===== config.mk =====
export PLATFORM = sky130hd
export DESIGN_NAME = ticket_vending_fsm_p_flat
export DESIGN_NICKNAME = d
export VERILOG_FILES = /design/src/rtl/ticket_vending_fsm_p_if.sv /design/src/rtl/ticket_vending_fsm_p.sv /design/src/flat_wrapper.sv
export SDC_FILE = /design/constraint.sdc
export NUM_CORES = 1
export LEC_CHECK = 0
export CORE_MARGIN = 8
export CORE_UTILIZATION = 53
export CTS_BUF_LIST = sky130_fd_sc_hd__clkbuf_4 sky130_fd_sc_hd__clkbuf_8 sky130_fd_sc_hd__clkbuf_16
export CTS_CLUSTER_SIZE = 10
export DETAILED_ROUTE_END_ITERATION = 12
export PLACE_DENSITY_LB_ADDON = 0.2
export SLEW_MARGIN = 0
export SYNTH_ARGS = -nofsm -noshare
export SYNTH_HDL_FRONTEND = slang
export SYNTH_SLANG_ARGS = --single-unit
export TNS_END_PERCENT = 30

===== constraint.sdc =====
create_clock -name clk -period 5.45 [get_ports clk]
set_clock_uncertainty 0.15 [all_clocks]
set_input_delay 1.09 -clock clk [delete_from_list [all_inputs] [get_ports clk]]
set_output_delay 1.09 -clock clk [all_outputs]
set_load 0.005 [all_outputs]

===== src/rtl/ticket_vending_fsm_p_if.sv =====
// Front-panel / dispenser bus for the parametrised ticket vending controller.
// The master drives requests and coins; the slave is the controller.
interface ticket_vending_fsm_p_if #(
  parameter int unsigned N_STATIONS  = 5,
  parameter int unsigned MAX_TICKETS = 5,
  parameter int unsigned MONEY_W     = 6,
  parameter int unsigned TOTAL_W     = 8
);
  localparam int unsigned ID_W  = $clog2(N_STATIONS + 1);
  localparam int unsigned CNT_W = $clog2(MAX_TICKETS + 1);

  logic               req_valid;
  logic [ID_W-1:0]    origin;
  logic [ID_W-1:0]    destination;
  logic [CNT_W-1:0]   how_many_ticket;
  logic               coin_valid;
  logic [MONEY_W-1:0] money;
  logic               cancel;

  logic               req_ready;
  logic               coin_ready;
  logic [TOTAL_W-1:0] cost_of_ticket;
  logic [TOTAL_W-1:0] money_to_pay;
  logic [TOTAL_W-1:0] total_money;
  logic [TOTAL_W-1:0] change;
  logic [CNT_W-1:0]   tickets_out;
  logic               done;
  logic               refund;
  logic               err;

  modport master (
    output req_valid, origin, destination, how_many_ticket, coin_valid, money, cancel,
    input  req_ready, coin_ready, cost_of_ticket, money_to_pay, total_money, change,
           tickets_out, done, refund, err
  );

  modport slave (
    input  req_valid, origin, destination, how_many_ticket, coin_valid, money, cancel,
    output req_ready, coin_ready, cost_of_ticket, money_to_pay, total_money, change,
           tickets_out, done, refund, err
  );
endinterface


===== src/rtl/ticket_vending_fsm_p.sv =====
// Ticket vending controller: quote fare, collect coins, settle with change or refund.
// Optional idle-coin timeout enabled by defining TVM_TIMEOUT_EN.
module ticket_vending_fsm_p #(
  parameter int unsigned N_STATIONS     = 5,
  parameter int unsigned FARE_UNIT      = 5,
  parameter int unsigned MAX_TICKETS    = 5,
  parameter int unsigned MONEY_W        = 6,
  parameter int unsigned TOTAL_W        = 8,
  parameter int unsigned TIMEOUT_CYCLES = 16
) (
  input  logic                  clk,
  input  logic                  reset,
  ticket_vending_fsm_p_if.slave bus
);
  localparam int unsigned ID_W  = $clog2(N_STATIONS + 1);
  localparam int unsigned CNT_W = $clog2(MAX_TICKETS + 1);

  typedef enum logic [1:0] {IDLE, QUOTE, COLLECT, SETTLE} state_t;

  state_t             state_q, state_d;
  logic [TOTAL_W-1:0] cost_q, cost_d;
  logic [TOTAL_W-1:0] pay_q, pay_d;
  logic [TOTAL_W-1:0] total_q, total_d;
  logic [TOTAL_W-1:0] change_q, change_d;
  logic [CNT_W-1:0]   count_q, count_d;
  logic [CNT_W-1:0]   tickets_q, tickets_d;
  logic               req_ready_q, req_ready_d;
  logic               coin_ready_q, coin_ready_d;
  logic               done_q, done_d;
  logic               refund_q, refund_d;
  logic               err_q, err_d;

  logic               req_ok_c;
  logic [ID_W-1:0]    span_c;
  logic [TOTAL_W-1:0] cost_c;
  logic [TOTAL_W:0]   sum_c;
  logic [TOTAL_W-1:0] total_add_c;
  logic [TOTAL_W-1:0] total_c;
  logic               timeout_c;

  // Request validation and single-ticket fare (span counts both end stations)
  always_comb begin
    req_ok_c = (bus.origin != '0) && (bus.origin <= ID_W'(N_STATIONS)) &&
               (bus.destination != '0) && (bus.destination <= ID_W'(N_STATIONS)) &&
               (bus.how_many_ticket != '0) && (bus.how_many_ticket <= CNT_W'(MAX_TICKETS));
    if (bus.destination >= bus.origin) span_c = bus.destination - bus.origin + ID_W'(1);
    else                               span_c = bus.origin - bus.destination + ID_W'(1);
    cost_c = TOTAL_W'(span_c) * TOTAL_W'(FARE_UNIT);
  end

  // Saturating coin accumulation
  always_comb begin
    sum_c       = {1'b0, total_q} + (TOTAL_W + 1)'(bus.money);
    total_add_c = sum_c[TOTAL_W] ? '1 : sum_c[TOTAL_W-1:0];
  end

`ifdef TVM_TIMEOUT_EN
  localparam int unsigned TO_W = (TIMEOUT_CYCLES > 1) ? $clog2(TIMEOUT_CYCLES) : 1;

  logic [TO_W-1:0] idle_cnt_q, idle_cnt_d;

  // Counts consecutive coin-less COLLECT cycles; restarts on entry and on every coin
  always_comb begin
    idle_cnt_d = idle_cnt_q;
    timeout_c  = 1'b0;
    if (state_q == QUOTE) begin
      idle_cnt_d = '0;
    end else if (state_q == COLLECT) begin
      if (bus.coin_valid)                                 idle_cnt_d = '0;
      else if (idle_cnt_q == TO_W'(TIMEOUT_CYCLES - 1))   timeout_c  = 1'b1;
      else                                                idle_cnt_d = idle_cnt_q + TO_W'(1);
    end
  end

  always_ff @(posedge clk) begin
    if (!reset) idle_cnt_q <= '0;
    else        idle_cnt_q <= idle_cnt_d;
  end
`else
  assign timeout_c = 1'b0;
`endif

  // Next state and next registered outputs
  always_comb begin
    state_d   = state_q;
    cost_d    = cost_q;
    pay_d     = pay_q;
    total_d   = total_q;
    change_d  = change_q;
    count_d   = count_q;
    tickets_d = tickets_q;
    done_d    = 1'b0;
    refund_d  = 1'b0;
    err_d     = 1'b0;
    total_c   = bus.coin_valid ? total_add_c : total_q;

    case (state_q)
      IDLE: begin
        if (bus.req_valid) begin
          if (req_ok_c) begin
            cost_d    = cost_c;
            count_d   = bus.how_many_ticket;
            change_d  = '0;
            tickets_d = '0;
            state_d   = QUOTE;
          end else begin
            err_d = 1'b1;
          end
        end
      end
      QUOTE: begin
        pay_d   = cost_q * TOTAL_W'(count_q);
        state_d = COLLECT;
      end
      COLLECT: begin
        total_d = total_c;
        // Cancel or timeout wins over a coin that would complete payment
        if (bus.cancel || timeout_c) begin
          change_d  = total_c;
          tickets_d = '0;
          refund_d  = 1'b1;
          done_d    = 1'b1;
          state_d   = SETTLE;
        end else if (total_c >= pay_q) begin
          change_d  = total_c - pay_q;
          tickets_d = count_q;
          done_d    = 1'b1;
          state_d   = SETTLE;
        end
      end
      SETTLE: begin
        cost_d  = '0;
        pay_d   = '0;
        total_d = '0;
        state_d = IDLE;
      end
      default: state_d = IDLE;
    endcase

    req_ready_d  = (state_d == IDLE);
    coin_ready_d = (state_d == COLLECT);
  end

  always_ff @(posedge clk) begin
    if (!reset) begin
      state_q      <= IDLE;
      cost_q       <= '0;
      pay_q        <= '0;
      total_q      <= '0;
      change_q     <= '0;
      count_q      <= '0;
      tickets_q    <= '0;
      req_ready_q  <= 1'b0;
      coin_ready_q <= 1'b0;
      done_q       <= 1'b0;
      refund_q     <= 1'b0;
      err_q        <= 1'b0;
    end else begin
      state_q      <= state_d;
      cost_q       <= cost_d;
      pay_q        <= pay_d;
      total_q      <= total_d;
      change_q     <= change_d;
      count_q      <= count_d;
      tickets_q    <= tickets_d;
      req_ready_q  <= req_ready_d;
      coin_ready_q <= coin_ready_d;
      done_q       <= done_d;
      refund_q     <= refund_d;
      err_q        <= err_d;
    end
  end

  assign bus.req_ready      = req_ready_q;
  assign bus.coin_ready     = coin_ready_q;
  assign bus.cost_of_ticket = cost_q;
  assign bus.money_to_pay   = pay_q;
  assign bus.total_money    = total_q;
  assign bus.change         = change_q;
  assign bus.tickets_out    = tickets_q;
  assign bus.done           = done_q;
  assign bus.refund         = refund_q;
  assign bus.err            = err_q;
endmodule


===== src/flat_wrapper.sv =====
// flat-port wrapper written by rule: the top's interface ports become plain ports
module ticket_vending_fsm_p_flat 
#(
  parameter int unsigned N_STATIONS     = 5,
  parameter int unsigned FARE_UNIT      = 5,
  parameter int unsigned MAX_TICKETS    = 5,
  parameter int unsigned MONEY_W        = 6,
  parameter int unsigned TOTAL_W        = 8,
  parameter int unsigned TIMEOUT_CYCLES = 16
)
  (clk, reset, bus_req_valid, bus_origin, bus_destination, bus_how_many_ticket, bus_coin_valid, bus_money, bus_cancel, bus_req_ready, bus_coin_ready, bus_cost_of_ticket, bus_money_to_pay, bus_total_money, bus_change, bus_tickets_out, bus_done, bus_refund, bus_err);
  ticket_vending_fsm_p_if #(.N_STATIONS(N_STATIONS), .MAX_TICKETS(MAX_TICKETS), .MONEY_W(MONEY_W), .TOTAL_W(TOTAL_W)) bus_i ();
  input  logic clk;
  input  logic reset;
  input wire logic [$bits(bus_i.req_valid)-1:0] bus_req_valid;
  input wire logic [$bits(bus_i.origin)-1:0] bus_origin;
  input wire logic [$bits(bus_i.destination)-1:0] bus_destination;
  input wire logic [$bits(bus_i.how_many_ticket)-1:0] bus_how_many_ticket;
  input wire logic [$bits(bus_i.coin_valid)-1:0] bus_coin_valid;
  input wire logic [$bits(bus_i.money)-1:0] bus_money;
  input wire logic [$bits(bus_i.cancel)-1:0] bus_cancel;
  output wire logic [$bits(bus_i.req_ready)-1:0] bus_req_ready;
  output wire logic [$bits(bus_i.coin_ready)-1:0] bus_coin_ready;
  output wire logic [$bits(bus_i.cost_of_ticket)-1:0] bus_cost_of_ticket;
  output wire logic [$bits(bus_i.money_to_pay)-1:0] bus_money_to_pay;
  output wire logic [$bits(bus_i.total_money)-1:0] bus_total_money;
  output wire logic [$bits(bus_i.change)-1:0] bus_change;
  output wire logic [$bits(bus_i.tickets_out)-1:0] bus_tickets_out;
  output wire logic [$bits(bus_i.done)-1:0] bus_done;
  output wire logic [$bits(bus_i.refund)-1:0] bus_refund;
  output wire logic [$bits(bus_i.err)-1:0] bus_err;
  assign bus_i.req_valid = bus_req_valid;
  assign bus_i.origin = bus_origin;
  assign bus_i.destination = bus_destination;
  assign bus_i.how_many_ticket = bus_how_many_ticket;
  assign bus_i.coin_valid = bus_coin_valid;
  assign bus_i.money = bus_money;
  assign bus_i.cancel = bus_cancel;
  assign bus_req_ready = bus_i.req_ready;
  assign bus_coin_ready = bus_i.coin_ready;
  assign bus_cost_of_ticket = bus_i.cost_of_ticket;
  assign bus_money_to_pay = bus_i.money_to_pay;
  assign bus_total_money = bus_i.total_money;
  assign bus_change = bus_i.change;
  assign bus_tickets_out = bus_i.tickets_out;
  assign bus_done = bus_i.done;
  assign bus_refund = bus_i.refund;
  assign bus_err = bus_i.err;
  ticket_vending_fsm_p #(.N_STATIONS(N_STATIONS), .FARE_UNIT(FARE_UNIT), .MAX_TICKETS(MAX_TICKETS), .MONEY_W(MONEY_W), .TOTAL_W(TOTAL_W), .TIMEOUT_CYCLES(TIMEOUT_CYCLES)) u_core (.clk(clk), .reset(reset), .bus(bus_i));
endmodule

# Yosys cells after proc, flatten, opt, wreduce, memory -nomap -nowiden
# Cells that the tools add are included.
# classes
addsub,6
reduce_logical,19
muxes,27
mul,2
eq_ne,7
magnitude_cmp,5
# op_table
cell,n
$mux W8,8
$pmux W8 S2,4
$mux W3,5
$add A8 B6 Y9,1
$le A3 B3 Y1 const B,3
$reduce_and A3 Y1,3
$reduce_bool A3 Y1,3
$ge A8 B8 Y1,1
$mul A8 B3 Y8,1
$mux W2,4
$pmux W2 S4,1
$reduce_bool A2 Y1,4
$sub A8 B8 Y8,1
$add A3 B1 Y3 const B,2
$eq A2 B2 Y1 const B,3
$mul A3 B3 Y6 const B,1
$pmux W3 S2,1
$sub A3 B3 Y3,2
$logic_and A1 B1 Y1,5
$logic_not A2 Y1,2
$mux W1,4
$reduce_and A4 Y1,1
$ge A3 B3 Y1,1
$ne A3 B2 Y1 const B,1
4 further kinds,4
# totals
out_inout_bits,40
inputBits,20
reg_bits,45
elab_cells,78

# Logic depth before layout (Yosys ltp)
# Gate-level depths: netlist of run 1.
# logic_depth
ltp_word,10
depth_mapped,16
depth_no_buf,15

# Worst setup path after synthesis of run 1
# No wires, ideal clock.
# synth_timing
path_kind,input port to flip-flop
startpoint,in bus_money[0]
endpoint,reg u_core.req_ready_q (netlist: u_core.bus.req_ready)
path_slack_ps,1250
path_buffers,0
t_required_ps,5230
arrival_time_ps,3980
setup_time_ps,70
cell_stages,15
cell_sequence,ha_1 -> fa_1 -> a211oi_1 -> o21ai_1 -> a21oi_1 -> a21oi_1 -> inv_1 -> ha_1 -> fa_1 -> nand2b_1 -> a21oi_1 -> o31ai_2 -> nand2_1 -> or4_1 -> a21oi_1
# synth_via
elab_chain_cells,8
# synth_rtl
element,line,rtl
from (decl),flat_wrapper.sv:20,input wire logic [$bits(bus_i.money)-1:0] bus_money;
$add A8 B6 Y9,ticket_vending_fsm_p.sv:53,"sum_c = {1'b0, total_q} + (TOTAL_W + 1)'(bus.money);"
$mux W8,ticket_vending_fsm_p.sv:54,total_add_c = sum_c[TOTAL_W] ? '1 : sum_c[TOTAL_W-1:0];
$mux W8,ticket_vending_fsm_p.sv:95,total_c = bus.coin_valid ? total_add_c : total_q;
$ge A8 B8 Y1,ticket_vending_fsm_p.sv:124,end else if (total_c >= pay_q) begin
$mux W2,ticket_vending_fsm_p.sv:124,
$mux W2,ticket_vending_fsm_p.sv:118,if (bus.cancel || timeout_c) begin
$pmux W2 S4,ticket_vending_fsm_p.sv:97,case (state_q)
$logic_not A2 Y1,ticket_vending_fsm_p.sv:140,req_ready_d = (state_d == IDLE);
to (signal assigned),ticket_vending_fsm_p.sv:166,req_ready_q <= req_ready_d;
to (decl),ticket_vending_fsm_p.sv:27,"logic req_ready_q, req_ready_d;"
# No other way between the ends.
# A chain may end at the register's enable or synchronous reset.

# Final worst setup path of run 1
# layout_timing
startpoint,in bus_money[0]
endpoint,reg u_core.change_q[4] (netlist: u_core.bus.change[4])
# layout_via
elab_chain_cells,7
elab_cells_between_ends,10
cone_classes,add/sub: 2; order compare: 1; eq/ne: 1; mux: 5; reduce/logical: 1
# layout_rtl
element,line,rtl
$add A8 B6 Y9 (*),ticket_vending_fsm_p.sv:53,
$mux W8 (*),ticket_vending_fsm_p.sv:54,
$mux W8 (*),ticket_vending_fsm_p.sv:95,
$sub A8 B8 Y8,ticket_vending_fsm_p.sv:125,change_d = total_c - pay_q;
$mux W8,ticket_vending_fsm_p.sv:124,
$mux W8,ticket_vending_fsm_p.sv:118,
$pmux W8 S2,ticket_vending_fsm_p.sv:97,
to (signal assigned),ticket_vending_fsm_p.sv:163,change_q <= change_d;
to (decl),ticket_vending_fsm_p.sv:24,"logic [TOTAL_W-1:0] change_q, change_d;"
# Every way passes the cells marked *; elsewhere a longest branch is shown, timed or not. The select of a mux whose other input is x is not followed.

==> flow_metrics.py, run 1 <==
metrics = {
    "status": {
        "status": "complete, no violations",
    },
    "sta": {
        "whs_ns": 0.340,
        "grt_setup_unrepaired": "no",
        "worst_slew_pin_slew_ns": 0.914,
        "tns_ns": 0,
        "min_period_ns": 4.93,
        "post-route-period-util_pct": 90.5,
        "final_hold_viol_count": 0,
        "drv_slew": 0,
        "relSlewSlack_pct": 39.1,
        "finalSetupViolCount": 0,
        "max_freq_mhz": 203,
    },
    "power_and_ir_drop": {
        "p_leak_nw": 1.59,
        "p_per_area_nw_per_um2": 255,
        "comb_power_share_pct": 32.5,
        "seqPwrFrac_pct": 37.1,
        "peakVddDrop_v": 0.000171,
        "p_switching_mw": 0.306,
        "clkPwrFrac_pct": 30.4,
        "p_sw_share_pct": 31.1,
        "internal_power_mw": 0.679,
    },
    "critical_path": {
        "critPathRequiredTime_ns": 5.55,
        "cp_slowest_cell": "a32oi_4",
        "end_kind": "flip-flop",
        "path_class": "input port to flip-flop",
        "worst_path_largest_cell_delay_ns": 0.55,
        "start_kind": "input port",
        "crit_top_cell": "a21oi_1",
        "cp_cell_sequence": "clkdlybuf4s50_1, ha_1, fa_1, a211oi_1, o21ai_1, a21oi_1, a21oi_1, inv_1, ha_1, fa_1, nand2b_1, a21oi_1, o31ai_2, a32oi_4, o311a_1, o21a_1",
        "cp_max_fo": 21,
        "critPathArrivalTime_ns": 5.03,
    },
    "routing": {
        "drt-initial-drc-count": 140,
        "drc": 0,
        "routed_wl_um": 7480,
        "vias": 2756,
        "via_per_inst": 5.51,
        "ant_nets": 0,
        "wl_per_cell_um": 15.0,
        "firstDrtPassIters": 4,
    },
    "logic_synthesis": {
        "async_reset_ff_share_pct": 0,
        "syn_area_per_cell_um2": 8.36,
        "synth_top_cell_by_area": "dfxtp_1",
        "synth-seq-area-share_pct": 27.4,
        "ys_types": 49,
        "synth_edf_count": 0,
        "netlist_instances": 376,
        "synth_ff_type": "dfxtp_1",
        "synth_top_area_share_pct": 27.4,
        "yosysWarnings": 0,
        "syn-cell-area_um2": 3140,
        "synth_area_leaders": "dfxtp_1 (27%), ha_1 (14%), fa_1 (5.1%), mux2i_1 (4.8%), a21oi_1 (4.5%)",
        "ys_seq_elements": 43,
    },
    "grt": {
        "track_usage_pct": 17.6,
        "grtUsageMet3_pct": 4.41,
        "grt_start_max_net_pins": 28,
        "antenna_found_initial": 0,
        "met1_usage_pct": 20.9,
        "grt_pass1_wl_um": 12700,
        "grtUsageMet2_pct": 30.9,
        "grt_pass1_vias": 2751,
        "busiest_layer": "met2",
        "overflow": 0,
    },
    "job": {
        "cap_violations": 0,
    },
    "place": {
        "hpwl_um": 5930,
        "gp_congestion": 0.869,
        "port_buffers": 57,
        "post-place-cells": 492,
    },
    "clock_network": {
        "clk_pin_slew_worst_paths_ns": 0.09,
        "cts_htree_levels": 2,
        "cts_hold_buf": 0,
        "numCtsBuffers": 5,
        "insertion_delay_ns": 0.30,
        "cts_buffer_depth": 2,
        "root_buffer": "clkbuf_8",
        "clock-sinks": 43,
        "post_cts_buffers": 0,
        "cts_tree": "yes",
        "cts_resized": 0,
    },
    "die": {
        "initial_core_util_pct": 54.0,
        "coreArea_um2": 5820,
        "pin_count": 60,
        "dieWidth_um": 93.0,
        "die_h_um": 93.0,
        "dieArea_um2": 8650,
        "std_cell_rows": 28,
    },
    "finish": {
        "instances_no_fill": 500,
        "layout_commonest_cell": "clkdlybuf4s50_1",
        "area_delta_synth_final_pct": 23.0,
        "fillCellCount": 515,
        "layout.nets": 487,
        "drive_gt1_share_pct": 3.76,
        "diodes": 0,
        "final_cell_mix": "clkdlybuf4s50_1 (57), dfxtp_1 (43), nor2_1 (36)",
    },
    "worst_hold_path": {
        "hold_class": "flip-flop to flip-flop",
    },
}
[cells in the mapped netlist (5+ instances only)]
library cell	number
clkbuf_1	10
inv_1	31
nand2_1	31
a22oi_1	8
nand3_1	8
nand2b_1	9
xnor2_1	11
o21ai_0	14
dfxtp_1	43
and2_1	5
a21oi_1	28
a31oi_1	9
nor2b_1	13
mux2i_1	15
nor2_1	36
a211oi_1	5
ha_1	35
fa_1	8
[stage by stage]
step                instance area (µm²)  utilization [%]  setup WS, ns  total power [mW]
finish                             3870             66.5         0.516             0.985
global route                       3870             66.5         0.235              1.04
CTS                                3870             66.5         0.584             0.990
detailed placement                 3730             64.2         0.269             0.691
global placement                   3730             64.2         0.417             0.684
floorplan                          3150                -          1.25             0.586
[per-layer routing]
metal	wire length, µm	vias up
li1	-	1398
met1	3280	1293
met2	3780	55
met3	332	10
met4	87	0
met5	0	-
[registers in the layout (all words and copies together) (netlist names)]
name                       count
u_core.bus.change              8
u_core.bus.money_to_pay        8
u_core.bus.total_money         8
u_core.bus.cost_of_ticket      6
u_core.bus.tickets_out         3
u_core.count_q                 3
u_core.state_q                 2
u_core.bus.coin_ready          1
u_core.bus.done                1
u_core.bus.err                 1
u_core.bus.refund              1
u_core.bus.req_ready           1
[final cells by class]
type                       instances  area [µm²]  area share, %
multi-input combinational        285        2080           53.8
sequential                        43         861           22.3
timing repair buffer              58         578           14.9
inverter                          31         116           3.01
tap                               75        93.8           2.43
clock buffer                       6        76.3           1.97
clock inverter                     2        60.1           1.55
[critical path, delay by kind of cell]
| kind | cells | cell delay (ns) |
|---|---|---|
| AOI/OAI and AO/OA | 9 | 2.24 |
| adders and majority gates | 4 | 0.96 |
| buffers and inverters | 2 | 0.53 |
| and+or+nand+nor | 1 | 0.19 |
[power groups by stage]
stage	Sequential [mW]	Clock, mW	Combinational (mW)
after floorplan	0.367	0	0.219
after global placement	0.371	0	0.313
after detailed placement	0.372	0	0.319
after CTS	0.365	0.304	0.320
after global routing	0.370	0.316	0.357
final	0.365	0.300	0.320
[cells by family after synthesis]
logic type | Yosys count | share of synthesized area [%]
buffers and inverters | 49 | 6.49
other | 1 | 0.119
adder cells (fa/ha/maj) | 43 | 19.0
flip-flops | 43 | 27.4
XOR/XNOR | 15 | 4.18
multiplexers | 16 | 5.14
AO/OA/AOI/OAI | 95 | 20.1
AND/OR/NAND/NOR | 114 | 17.6
[worst paths after layout]
kind / startpoint / end / slack, ns / cells past startpoint
max: bus_money[0] / u_core.bus.change[4] / 0.52 / 16
min: u_core.bus.tickets_out[2] / u_core.bus.tickets_out[2] / 0.34 / 2
max reg2reg: u_core.bus.total_money[0] / u_core.bus.change[4] / 1.36 / 15
min reg2reg: u_core.bus.tickets_out[2] / u_core.bus.tickets_out[2] / 0.34 / 2
No activity file was read; power rests on OpenSTA's default activity.
==> run 2: changes to the inputs <==
--- a/config.mk
+++ b/config.mk
@@ -6,7 +6,7 @@
 export NUM_CORES = 1
 export LEC_CHECK = 0
 export CORE_MARGIN = 8
-export CORE_UTILIZATION = 53
+export CORE_UTILIZATION = 57
 export CTS_BUF_LIST = sky130_fd_sc_hd__clkbuf_4 sky130_fd_sc_hd__clkbuf_8 sky130_fd_sc_hd__clkbuf_16
 export CTS_CLUSTER_SIZE = 10
 export DETAILED_ROUTE_END_ITERATION = 12
==> constraint.sdc (replaced) <==
create_clock -name clk -period 5.99 [get_ports clk]
set_clock_uncertainty 0.15 [all_clocks]
set_input_delay 1.198 -clock clk [delete_from_list [all_inputs] [get_ports clk]]
set_output_delay 1.198 -clock clk [all_outputs]
set_load 0.005 [all_outputs]
==> flow_metrics.py, run 2 (same netlist as run 1, synthesis figures left out) <==
metrics = {
    "critical_path": {
        "critPathRequiredTime_ns": 6.07,
        "cp_max_fo": 21,
        "end_kind": "flip-flop",
        "ff2ff_path_depth": 15,
        "critPathArrivalTime_ns": 5.11,
        "path_class": "input port to flip-flop",
        "regToRegSetupSlack_ns": 1.87,
        "start_kind": "input port",
        "rr_endpoint": "u_core.bus.change[1]",
        "worstReg2RegStart": "u_core.bus.total_money[0]",
    },
    "finish": {
        "final_cell_mix": "clkdlybuf4s50_1 (57), dfxtp_1 (43), nor2_1 (36)",
        "fillCellCount": 450,
        "layout.nets": 486,
        "layout_commonest_cell": "clkdlybuf4s50_1",
        "area_delta_synth_final_pct": 21.9,
        "drive_gt1_share_pct": 3.54,
        "multi_input_area_um2": 2080,
        "regArea_um2": 861,
        "diodes": 0,
    },
    "routing": {
        "wl_per_cell_um": 15.7,
        "drc": 0,
        "drt-initial-drc-count": 180,
        "via_per_inst": 5.68,
        "firstDrtPassIters": 5,
        "routed_wl_um": 7770,
        "vias": 2819,
        "ant_nets": 0,
    },
    "clock_network": {
        "clock-sinks": 43,
        "cts_resized": 0,
        "clk_pin_slew_worst_paths_ns": 0.09,
        "cts_htree_levels": 2,
        "cts_hold_buf": 0,
        "insertion_delay_ns": 0.30,
        "numCtsBuffers": 5,
        "root_buffer": "clkbuf_8",
        "cts_buffer_depth": 2,
        "cts_tree": "yes",
        "post_cts_buffers": 0,
    },
    "power_and_ir_drop": {
        "peakVddDrop_v": 0.000114,
        "p_leak_nw": 1.57,
        "p_per_area_nw_per_um2": 224,
    },
    "worst_hold_path": {
        "hold_depth": 2,
        "worstHoldStart": "u_core.bus.tickets_out[1]",
        "hold_class": "flip-flop to flip-flop",
        "hold_end": "u_core.bus.tickets_out[1]",
    },
    "sta": {
        "worst_slew_pin_slew_ns": 0.917,
        "post-route-period-util_pct": 84.1,
        "finalWorstSetupSlack_ns": 0.954,
        "grt_setup_unrepaired": "no",
        "max_freq_mhz": 199,
        "final_hold_viol_count": 0,
        "relSlewSlack_pct": 38.9,
        "tns_ns": 0,
        "drv_slew": 0,
        "min_period_ns": 5.04,
        "finalSetupViolCount": 0,
    },
    "grt": {
        "grt_start_max_net_pins": 28,
        "grt_pass1_wl_um": 13400,
        "grt_pass1_vias": 2941,
        "track_usage_pct": 19.2,
        "overflow": 0,
        "antenna_found_initial": 0,
    },
    "die": {
        "dieArea_um2": 8150,
        "std_cell_rows": 27,
        "initial_core_util_pct": 58.1,
        "pin_count": 60,
        "die_h_um": 90.3,
        "coreArea_um2": 5410,
        "dieWidth_um": 90.3,
    },
    "job": {
        "cap_violations": 0,
    },
    "place": {
        "port_buffers": 57,
        "gp_congestion": 0.902,
        "hpwl_um": 6040,
        "place_ws_ns": 0.712,
    },
    "status": {
        "status": "complete, no violations",
    },
}
## run 2: worst max-delay path by stage
| stage | from | end | slack (ns) | cells past startpoint |
|---|---|---|---|---|
| 2_1_floorplan | bus_money[0] | u_core.bus.req_ready | 1.68 | 15 |
| 3_3_place_gp | bus_money[0] | u_core.bus.change[4] | 0.84 | 16 |
| 3_5_place_dp | bus_money[0] | u_core.bus.change[4] | 0.71 | 16 |
| 4_1_cts | bus_money[0] | u_core.bus.change[1] | 1.00 | 16 |
| 5_1_grt | bus_money[0] | u_core.bus.change[7] | 0.58 | 15 |
| 6_report | bus_money[0] | u_core.bus.change[1] | 0.95 | 16 |
## run 2: where the power goes
part / leakage (nW) / switching (mW) / internal [mW]
combinational: 1.17 / 0.156 / 0.137
sequential: 0.348 / 0.0223 / 0.310
clock: 0.0581 / 0.110 / 0.124
## run 2: layer usage
| layer | global-route usage, % | up-vias | part of all wire [%] |
|---|---|---|---|
| li1 | - | 1391 | - |
| met1 | 22.4 | 1325 | 43 |
| met2 | 34.2 | 94 | 50 |
| met3 | 3.99 | 9 | 5.1 |
| met4 | 5.96 | 0 | 1.3 |
| met5 | 0 | - | 0 |
## run 2: area by class of cell
cell class | instances | area share (%)
sequential | 43 | 22.5
clock inverter | 3 | 1.14
timing repair buffer | 57 | 14.9
inverter | 31 | 3.04
clock buffer | 5 | 1.80
tap | 72 | 2.35
multi-input combinational | 285 | 54.3
## run 2: through the flow
step                      cells  hold WS [ns]  utilization, %  power, mW  cell area, µm²
final                       496         0.343            70.9      0.859            3830
after global routing        496         0.379            70.9      0.910            3830
after CTS                   496         0.344            70.9      0.863            3830
after detailed placement    488         0.328            68.8      0.628            3720
after global placement      488         0.326            68.8      0.620            3720
after floorplan             377         0.310               -      0.533            3150
## run 2: worst max-delay path, cell delays in order
cell and delay, ns:
clkdlybuf4s50_1 0.46, ha_1 0.17, fa_1 0.22, a211oi_1 0.11, o21ai_1 0.41, a21oi_1 0.12
a21oi_1 0.24, inv_1 0.09, ha_1 0.22, fa_1 0.38, nand2b_1 0.19, a21oi_1 0.28
o31ai_2 0.14, a32oi_4 0.55, nand3_2 0.14, o22ai_1 0.20
